File: src/rtl/cache_pkg.sv
// Shared types and geometry helpers for the direct-mapped data cache.
// The statistics counters are built only when CACHE_STATS_EN is defined.
package cache_pkg;

   typedef enum logic [2:0] {
      IDLE,
      FILL,
      BYPASS,
      WRITE,
      RESP
   } cache_state_t;

   localparam logic [31:0] DEFAULT_UNCACHED_BASE = 32'h5000_0000;

   function automatic int index_w(input int lines);
      return $clog2(lines);
   endfunction

   // Word-addressed cache: address bits [1:0] never take part in the tag.
   function automatic int tag_w(input int lines);
      return 30 - $clog2(lines);
   endfunction

endpackage

File: src/rtl/cache_line_store.sv
// Valid/tag/data storage for the direct-mapped cache: combinational read by
// index, one synchronous write port, and a single-cycle invalidate-all.
module cache_line_store
   import cache_pkg::*;
#(
   parameter  int LINES = 64,
   localparam int IW    = index_w(LINES),
   localparam int TW    = tag_w(LINES)
) (
   input  logic          i_clock,
   input  logic          i_reset_n,
   input  logic [IW-1:0] i_rd_index,
   output logic          o_rd_valid,
   output logic [TW-1:0] o_rd_tag,
   output logic [31:0]   o_rd_data,
   input  logic          i_wr_en,
   input  logic [IW-1:0] i_wr_index,
   input  logic [TW-1:0] i_wr_tag,
   input  logic [31:0]   i_wr_data,
   input  logic          i_invalidate
);

   logic [LINES-1:0] valid_q;
   logic [TW-1:0]    tag_q  [LINES];
   logic [31:0]      data_q [LINES];

   // Only the valid bits need reset; stale tag/data behind a clear bit is harmless.
   always_ff @(posedge i_clock or negedge i_reset_n) begin
      if (!i_reset_n) begin
         valid_q <= '0;
      end else if (i_invalidate) begin
         valid_q <= '0;
      end else if (i_wr_en) begin
         valid_q[i_wr_index] <= 1'b1;
      end
   end

   always_ff @(posedge i_clock) begin
      if (i_wr_en) begin
         tag_q[i_wr_index]  <= i_wr_tag;
         data_q[i_wr_index] <= i_wr_data;
      end
   end

   assign o_rd_valid = valid_q[i_rd_index];
   assign o_rd_tag   = tag_q[i_rd_index];
   assign o_rd_data  = data_q[i_rd_index];

endmodule

File: src/rtl/cpu_dcache.sv
// Direct-mapped, write-through, read-allocate word cache between CPU and bus.
// Define CACHE_STATS_EN to add the saturating o_hits/o_misses counters.
module cpu_dcache
   import cache_pkg::*;
#(
   parameter  int          LINES         = 64,
   parameter  logic [31:0] UNCACHED_BASE = DEFAULT_UNCACHED_BASE,
   localparam int          IW            = index_w(LINES),
   localparam int          TW            = tag_w(LINES)
) (
   input  logic        i_clock,
   input  logic        i_reset_n,
   input  logic        i_cpu_request,
   input  logic        i_cpu_rw,
   input  logic [31:0] i_cpu_address,
   input  logic [31:0] i_cpu_wdata,
   output logic [31:0] o_cpu_rdata,
   output logic        o_cpu_ready,
   output logic        o_bus_request,
   output logic        o_bus_rw,
   output logic [31:0] o_bus_address,
   output logic [31:0] o_bus_wdata,
   input  logic        i_bus_ready,
   input  logic [31:0] i_bus_rdata,
   input  logic        i_flush
`ifdef CACHE_STATS_EN
   ,
   output logic [31:0] o_hits,
   output logic [31:0] o_misses
`endif
);

   cache_state_t  state;
   logic          flush_pending;
   logic [29:0]   req_word;

   logic [IW-1:0] cpu_index;
   logic [TW-1:0] cpu_tag;
   logic [IW-1:0] req_index;
   logic [TW-1:0] req_tag;
   logic          cpu_cacheable;
   logic [IW-1:0] rd_index;
   logic          line_valid;
   logic [TW-1:0] line_tag;
   logic [31:0]   line_data;
   logic          lookup_hit;
   logic          flush_now;
   logic          idle_hit;
   logic          bus_done;
   logic          store_wr_en;
   logic [31:0]   store_wr_data;

   assign cpu_index     = i_cpu_address[2+IW-1:2];
   assign cpu_tag       = i_cpu_address[31:2+IW];
   assign req_index     = req_word[IW-1:0];
   assign req_tag       = req_word[29:IW];
   assign cpu_cacheable = (i_cpu_address < UNCACHED_BASE);

   // Look up the incoming address in IDLE, the latched one while busy.
   assign rd_index   = (state == IDLE) ? cpu_index : req_index;
   assign lookup_hit = line_valid && (line_tag == ((state == IDLE) ? cpu_tag : req_tag));

   // Flushes land only at IDLE/RESP so a completing FILL still writes first.
   assign flush_now     = (i_flush || flush_pending) && ((state == IDLE) || (state == RESP));
   assign idle_hit      = lookup_hit && !flush_now;
   assign bus_done      = o_bus_request && i_bus_ready;
   assign store_wr_en   = bus_done && ((state == FILL) || ((state == WRITE) && lookup_hit));
   assign store_wr_data = (state == FILL) ? i_bus_rdata : o_bus_wdata;

   cache_line_store #(
      .LINES (LINES)
   ) u_store (
      .i_clock      (i_clock),
      .i_reset_n    (i_reset_n),
      .i_rd_index   (rd_index),
      .o_rd_valid   (line_valid),
      .o_rd_tag     (line_tag),
      .o_rd_data    (line_data),
      .i_wr_en      (store_wr_en),
      .i_wr_index   (req_index),
      .i_wr_tag     (req_tag),
      .i_wr_data    (store_wr_data),
      .i_invalidate (flush_now)
   );

   always_ff @(posedge i_clock) begin
      if ((state == IDLE) && i_cpu_request) begin
         req_word <= i_cpu_address[31:2];
      end
   end

   always_ff @(posedge i_clock or negedge i_reset_n) begin
      if (!i_reset_n) begin
         state         <= IDLE;
         flush_pending <= 1'b0;
         o_cpu_ready   <= 1'b0;
         o_cpu_rdata   <= '0;
         o_bus_request <= 1'b0;
         o_bus_rw      <= 1'b0;
         o_bus_address <= '0;
         o_bus_wdata   <= '0;
      end else begin
         if (flush_now) begin
            flush_pending <= 1'b0;
         end else if (i_flush) begin
            flush_pending <= 1'b1;
         end

         case (state)
            IDLE: begin
               if (i_cpu_request) begin
                  o_bus_address <= {i_cpu_address[31:2], 2'b00};
                  o_bus_wdata   <= i_cpu_wdata;
                  o_bus_rw      <= i_cpu_rw;
                  if (i_cpu_rw) begin
                     state         <= WRITE;
                     o_bus_request <= 1'b1;
                  end else if (!cpu_cacheable) begin
                     state         <= BYPASS;
                     o_bus_request <= 1'b1;
                  end else if (idle_hit) begin
                     state       <= RESP;
                     o_cpu_ready <= 1'b1;
                     o_cpu_rdata <= line_data;
                  end else begin
                     state         <= FILL;
                     o_bus_request <= 1'b1;
                  end
               end
            end
            FILL, BYPASS, WRITE: begin
               if (bus_done) begin
                  state         <= RESP;
                  o_bus_request <= 1'b0;
                  o_cpu_ready   <= 1'b1;
                  o_cpu_rdata   <= (state == WRITE) ? 32'd0 : i_bus_rdata;
               end
            end
            RESP: begin
               state       <= IDLE;
               o_cpu_ready <= 1'b0;
               o_cpu_rdata <= '0;
            end
            default: state <= IDLE;
         endcase
      end
   end

`ifdef CACHE_STATS_EN
   function automatic logic [31:0] sat_inc(input logic [31:0] v);
      return (v == 32'hFFFF_FFFF) ? v : v + 32'd1;
   endfunction

   always_ff @(posedge i_clock or negedge i_reset_n) begin
      if (!i_reset_n) begin
         o_hits   <= '0;
         o_misses <= '0;
      end else if ((state == IDLE) && i_cpu_request && !i_cpu_rw && cpu_cacheable) begin
         if (idle_hit) begin
            o_hits <= sat_inc(o_hits);
         end else begin
            o_misses <= sat_inc(o_misses);
         end
      end
   end
`endif

endmodule

File: config.mk
export PLATFORM = sky130hd
export DESIGN_NAME = cpu_dcache
export DESIGN_NICKNAME = d
export VERILOG_FILES = /design/src/rtl/cache_pkg.sv /design/src/rtl/cache_line_store.sv /design/src/rtl/cpu_dcache.sv
export SDC_FILE = /design/constraint.sdc
export NUM_CORES = 2
export LEC_CHECK = 0
export BUFFER_PORTS_ARGS = -buffer_cell sky130_fd_sc_hd__buf_2
export CELL_PAD_IN_SITES_DETAIL_PLACEMENT = 1
export CELL_PAD_IN_SITES_GLOBAL_PLACEMENT = 1
export CORE_MARGIN = 2
export CORE_UTILIZATION = 30
export CTS_BUF_LIST = sky130_fd_sc_hd__clkbuf_2 sky130_fd_sc_hd__clkbuf_4 sky130_fd_sc_hd__clkbuf_8
export DETAILED_ROUTE_END_ITERATION = 16
export PLACE_DENSITY_LB_ADDON = 0.08
export SKIP_LAST_GASP = 1
export SLEW_MARGIN = 20
export SYNTH_ARGS = -nofsm -noshare
export SYNTH_HDL_FRONTEND = slang
export SYNTH_SLANG_ARGS = --single-unit
File: constraint.sdc
create_clock -name i_clock -period 37.1 [get_ports i_clock]
set_clock_uncertainty 0.15 [all_clocks]
set_input_delay 3.71 -clock i_clock [delete_from_list [all_inputs] [get_ports i_clock]]
set_output_delay 3.71 -clock i_clock [all_outputs]
set_load 0.02 [all_outputs]
# After elaboration in Yosys (flattened, before gate mapping)
# Memories as Yosys holds them, arrays and structs flattened.
# Index checks and enable logic that the tools add are counted.
totals:
  elab_cells: 88
  ram_bits: 3584
  output_inout_bits: 99
  ff_bits: 195
  memories: 2
  mem_bits_ro: 0
  latch_bits: 0
mem_list:
  columns: ["memory", "depth", "width", "rd", "rd_clocked_by_memory_dff", "wr", "line", "source"]
  rows:
  - ["u_store.data_q", 64, 32, 1, 0, 1, "cache_line_store.sv:25", "logic [31:0] data_q [LINES];"]
  - ["u_store.tag_q", 64, 24, 1, 0, 1, "cache_line_store.sv:24", "logic [TW-1:0] tag_q [LINES];"]
op_classes:
  order_cmp: 4
  shifts: 0
  bitwise_logic: 1
  mux: 38
  n_addsub: 0
  eq_ne: 11
  div: 0
  n_reduce_logical: 22
  multipliers: 0
op_table:
  columns: ["cell", "count"]
  rows:
  - ["$mux W32", 7]
  - ["$mux W64", 2]
  - ["$pmux W32 S3", 1]
  - ["$or A64 B64 Y64", 1]
  - ["$lt A32 B31 Y1 const B", 1]
  - ["$eq A24 B24 Y1", 1]
  - ["$mux W24", 1]
  - ["$mux W1", 16]
  - ["$mux W3", 5]
  - ["$lt A6 B7 Y1 const B", 2]
  - ["$ne A2 B2 Y1 const B", 5]
  - ["$logic_and A1 B1 Y1", 8]
  - ["$bmux W1 S6", 1]
  - ["$demux W1 S6", 1]
  - ["$eq A3 B2 Y1 const B", 2]
  - ["$ge A6 B1 Y1 const B", 1]
  - ["$mux W6", 1]
  - ["$pmux W3 S2", 1]
  - ["$reduce_and A6 Y1", 1]
  - ["$reduce_bool A2 Y1", 3]
  - ["$ne A4 B4 Y1 const B", 1]
  - ["$reduce_and A2 Y1", 2]
  - ["$reduce_and A4 Y1", 1]
  - ["$eq A3 B1 Y1 const B", 1]
  - ["other kinds (8)", 10]

# Longest topological paths before layout
logic_depth:
  word_depth: 11
  mapped_depth: 21
  depth_no_buf: 12

# Hierarchy
# Synthesis repeated with hierarchy kept, for this count alone.
hier_totals:
  cells_unflattened: 6850
  hier_area_um2: 145092.9
by_module_without_submodules:
  columns: ["mod", "area_each_um2", "cells_each", "instances", "seq_area_each_um2"]
  rows:
  - ["cache_line_store", 138679.3, 6205, 1, 109224.8]
  - ["cpu_dcache", 6413.7, 645, 1, 3428.3]

# Least setup slack after synthesis
# OpenSTA, ideal clock, no wires.
synth_path:
  kind: "input to register"
  start: "input i_cpu_address[2]"
  end: "memory u_store.data_q[15][0], enable pin"
  setup_ns: 0.770
  t_arrival_ns: 16.049
  path_stages: 15
  required_ns: 36.180
  path_slack_ns: 20.131
  cell_sequence: "buf_4 > or4b_4 > nand2_4 > buf_6 > buf_2 > mux4_2 > a22oi_1 > a31oi_1 > nor4b_1 > o2111ai_1 > a2111o_1 > or3_1 > buf_4 > clkbuf_1 > a2111oi_0"
synth_via:
  elab_chain_len: 9
synth_rtl:
  columns: ["item", "line", "source"]
  rows:
  - ["start: declaration", "cpu_dcache.sv:15", "input logic [31:0] i_cpu_address,"]
  - ["$mux W6 (*)", "cpu_dcache.sv:60", "assign rd_index = (state == IDLE) ? cpu_index : req_index;"]
  - ["$mem_v2 Z64 W24 / $bmux W1 S6 (equally long branches)", null, null]
  - ["$eq A24 B24 Y1 / $mux W1 (equally long branches)", "cpu_dcache.sv:61, cache_line_store.sv:45", null]
  - ["$logic_and A1 B1 Y1 (*)", "cpu_dcache.sv:61", "assign lookup_hit = line_valid && (line_tag == ((state == IDLE) ? cpu_tag : req_tag));"]
  - ["$logic_and A1 B1 Y1 (*)", "cpu_dcache.sv:67", "assign store_wr_en = bus_done && ((state == FILL) || ((state == WRITE) && lookup_hit));"]
  - ["$logic_or A1 B1 Y1 (*)", "cpu_dcache.sv:67", null]
  - ["$logic_and A1 B1 Y1 (*)", "cpu_dcache.sv:67", null]
  - ["$mux W1 (*)", "cache_line_store.sv:39", "if (i_wr_en) begin"]
  - ["$mux W1 (implied by the code) (*)", "cache_line_store.sv:41", "data_q[i_wr_index] <= i_wr_data;"]
  - ["end: declaration", "cache_line_store.sv:25", null]
# Mark *: on every way between the ends. The rest lies on a longest branch, timed or not. The select of a mux whose other input is x is not followed.

# Worst setup path after layout
layout_path:
  start: "input i_cpu_address[2]"
  end: "memory u_store.data_q[45][24], enable pin"
# Same word-level chain as after synthesis.

==> flow_summary.toml <==
[cells_and_area]
stdcell_area_mm2 = 0.1790
seqCellArea_mm2 = 0.1127
final_cell_mix = "3614 x edfxtp_1, 2612 x nand2_1, 1361 x nand3_1"
nets = 11650
multi_input_area_mm2 = 0.04046
drive_gt1_share_pct = 17.22
mostFrequentLayoutCell = "edfxtp_1"
fillCellCount = 53930
synthToLayoutAreaGrowth_pct = 14.78

[timing]
slew_viol_final = 0
tightestPinTransition_ns = 1.262
layout_setup_ws_ns = 24.33
finalCriticalPeriod_ns = 12.77
fmax_mhz = 78.31
fin_crit_sh_pct = 34.42
hold_viol = 0
rsz0062_at_grt = "no"
tns_ns = 0
setup_viol_count_final = 0
slew_headroom_pct = 15.60

[yosys]
synth_top_area_share_pct = 69.57
synth_edf_count = 3614
async_flop_share_pct = 4.366
synthCells = 11120
ys_seq_area_share_pct = 72.22
synthFlopType = "edfxtp_1"
synth_area_leaders = "edfxtp_1 70%, nand2_1 6.3%, nand3_1 4.4%"
ys_warn_count = 0
syn_avg_cell_area_um2 = 14.03
ys_types = 93
ys_ff_latch = 3779
yosysTopAreaCell = "edfxtp_1"
syn_area_mm2 = 0.1560

[placement]
place_area_mm2 = 0.1659
portBuffers = 196
routabilityCongestion = 0.8084
dp_slack_ns = 22.84
post-dp-hpwl_um = 346100

[worst_setup_path]
critical-path-slowest-cell = "or4b_4"
critPathLaunchType = "input pin"
cp.buffers_inverters = 6
arrival_ns = 13.47
critPathMostFrequentCell = "buf_4"
criticalPathCategory = "in -> reg"
cp.required_ns = 37.80
crit_chain = "buf_8, or4b_4, nand2_8, buf_12, buf_4, mux4_2, a22oi_1, nand3_1, a211oi_1, xnor2_1, nand4_1, a221o_1, or3_2, buf_4, nand2_2, and3_4, buf_4, buf_4"
path_delay_family = "simple AND/OR/NAND/NOR gates"
slowest_delay_ns = 0.88
r2r_setup_slack_ns = 25.83
setup.worst_path.end_class = "flop"
cp_max_fo = 109

[global_route]
grt.busiest_layer = "met2"
antenna_found_initial = 45
grt_start_max_net_pins = 204
gr-usage-met2_pct = 38.15
grt.overflow.total = 0
grt.met1_usage_pct = 32.68
grt_pass1_vias = 106700
grt_util_all_layers_pct = 23.31
grt_first_pass_wirelength_um = 870800
use_met3_pct = 3.109

[clocking]
cts_root_buf = "clkbuf_8"
cts_setup_buffers = 0
cts_num_sinks = 3779
htree_levels = 6
post_cts_resized = 0
path_clk_slew_ns = 0.05
cts_buffer_depth = 4
post_cts_hold_buffer_count = 0
worstSkewPairLatency_ns = 1.30
numCtsBuffers = 681
cts_tree = "done"

[die]
die_w_um = 725.1
initial_core_util_pct = 30.16
die_area_mm2 = 0.5258
die_h_um = 725.1
ios = 201
placement_rows = 264
core-area_mm2 = 0.5173

[job]
drv_cap = 0

[outcome]
status = "complete, no violations"

[power_and_ir_drop]
p_comb_share_pct = 38.5
pwr-share-clk_pct = 25.9
power.switching_w = 0.006223
swShare_pct = 41.57
power_leakage_nw = 61.00
powerDensity_mw_per_mm2 = 83.62
seq_power_share_pct = 35.6
p_int_w = 0.008749
power_w = 0.01497
peakVddDrop_v = 0.00008134

[route]
drtIter0Drc = 9269
wl_per_cell_um = 33.21
ant_nets = 0
viasPerCell = 5.420
drt_first_pass_iters = 7
drc = 0
vias = 103000
routed_wl_um = 631100

[hold_path]
hold_path.class = "reg -> reg"
cell usage after synthesis, drive strengths merged (6+ instances only):
cell / instances
a2111oi: 17
a211oi: 187
a21o: 6
a21oi: 161
a221o: 6
a221oi: 37
a22o: 71
a22oi: 69
a311oi: 270
a31oi: 72
a32o: 11
a32oi: 29
and2: 6
and3: 288
buf: 279
clkbuf: 519
dfrtp: 165
edfxtp: 3614
inv: 39
mux2: 64
mux2i: 338
mux4: 264
nand2: 2618
nand2b: 16
nand3: 1361
nand4: 18
nor2: 102
nor2b: 30
nor3: 30
nor4: 15
nor4b: 10
o2111ai: 8
o211ai: 11
o21a: 18
o21ai: 148
o221ai: 25
o22ai: 45
o311ai: 11
o31a: 7
o31ai: 13
or3: 13
or4: 8
xnor2: 21
xor2: 7
metrics by stage:
stage	utilization [%]	instances	hold WS (ns)
floorplan	-	11120	0.3078
global placement	32.05	17780	0.3089
detailed placement	32.08	17780	0.3083
CTS	34.59	18970	0.3229
global route	34.60	18980	0.3413
finish	34.61	19000	0.3170
registers in the layout, indices dropped and copies added (netlist names), 3 cells and up:
| signal | count |
|---|---|
| u_store.valid_q | 64 |
| u_store.tag_q | 1536 |
| req_word | 30 |
| o_cpu_rdata | 32 |
| o_bus_address | 30 |
| o_bus_wdata | 32 |
| state | 3 |
| u_store.data_q | 2048 |
power groups by stage:
stage | clock network (W) | logic (W) | registers [W]
after floorplan | 0 | 0.00309 | 0.00549
after global placement | 0 | 0.00572 | 0.00542
after detailed placement | 0 | 0.00581 | 0.00542
after CTS | 0.00398 | 0.00583 | 0.00533
after global routing | 0.00416 | 0.00616 | 0.00534
final | 0.00387 | 0.00577 | 0.00533
path summary, 6_finish.rpt:
check | start | to | depth (start not counted)
setup reg to reg | state[1] | u_store.data_q[45][24] | 20
hold / removal | o_bus_address[7] | o_bus_address[7] | 2
max in group asynchronous | i_reset_n | o_bus_wdata[22] | 3
setup / recovery | i_cpu_address[2] | u_store.data_q[45][24] | 18
min in group asynchronous | i_reset_n | o_bus_address[29] | 1
hold reg to reg | o_bus_address[7] | o_bus_address[7] | 2
tightest hold or removal path, stage by stage (launching register included):
cell     delay (ns)
dfrtp_1        0.33
nand2_1        0.05
nand2_1        0.05
cells by family (layout without fill, tap and decap cells):
family	count (synthesis)	count (layout)	synth area share [%]
buffers and inverters	837	1776	2.329
AO/OA/AOI/OAI	1267	1267	6.033
multiplexers	666	666	6.442
AND/OR/NAND/NOR	4537	4537	12.82
XOR/XNOR	28	28	0.1572
other	1	32	0.002404
flip-flops	3779	3779	72.22
final cells by class:
type | count | area share (%)
timing repair buffer | 551 | 2.278
multi-input combinational | 6500 | 22.60
inverter | 39 | 0.08456
clock inverter | 203 | 0.6191
sequential | 3779 | 62.92
tap | 6916 | 4.833
antenna | 30 | 0.04193
clock buffer | 983 | 6.627
layer usage:
layer | vias up | share of wire, %
li1 | 43320 | -
met2 | 3113 | 47
met3 | 832 | 5.2
met5 | - | 0.019
met4 | 18 | 2.6
met1 | 55710 | 45
(Power assumes the default switching activity.)
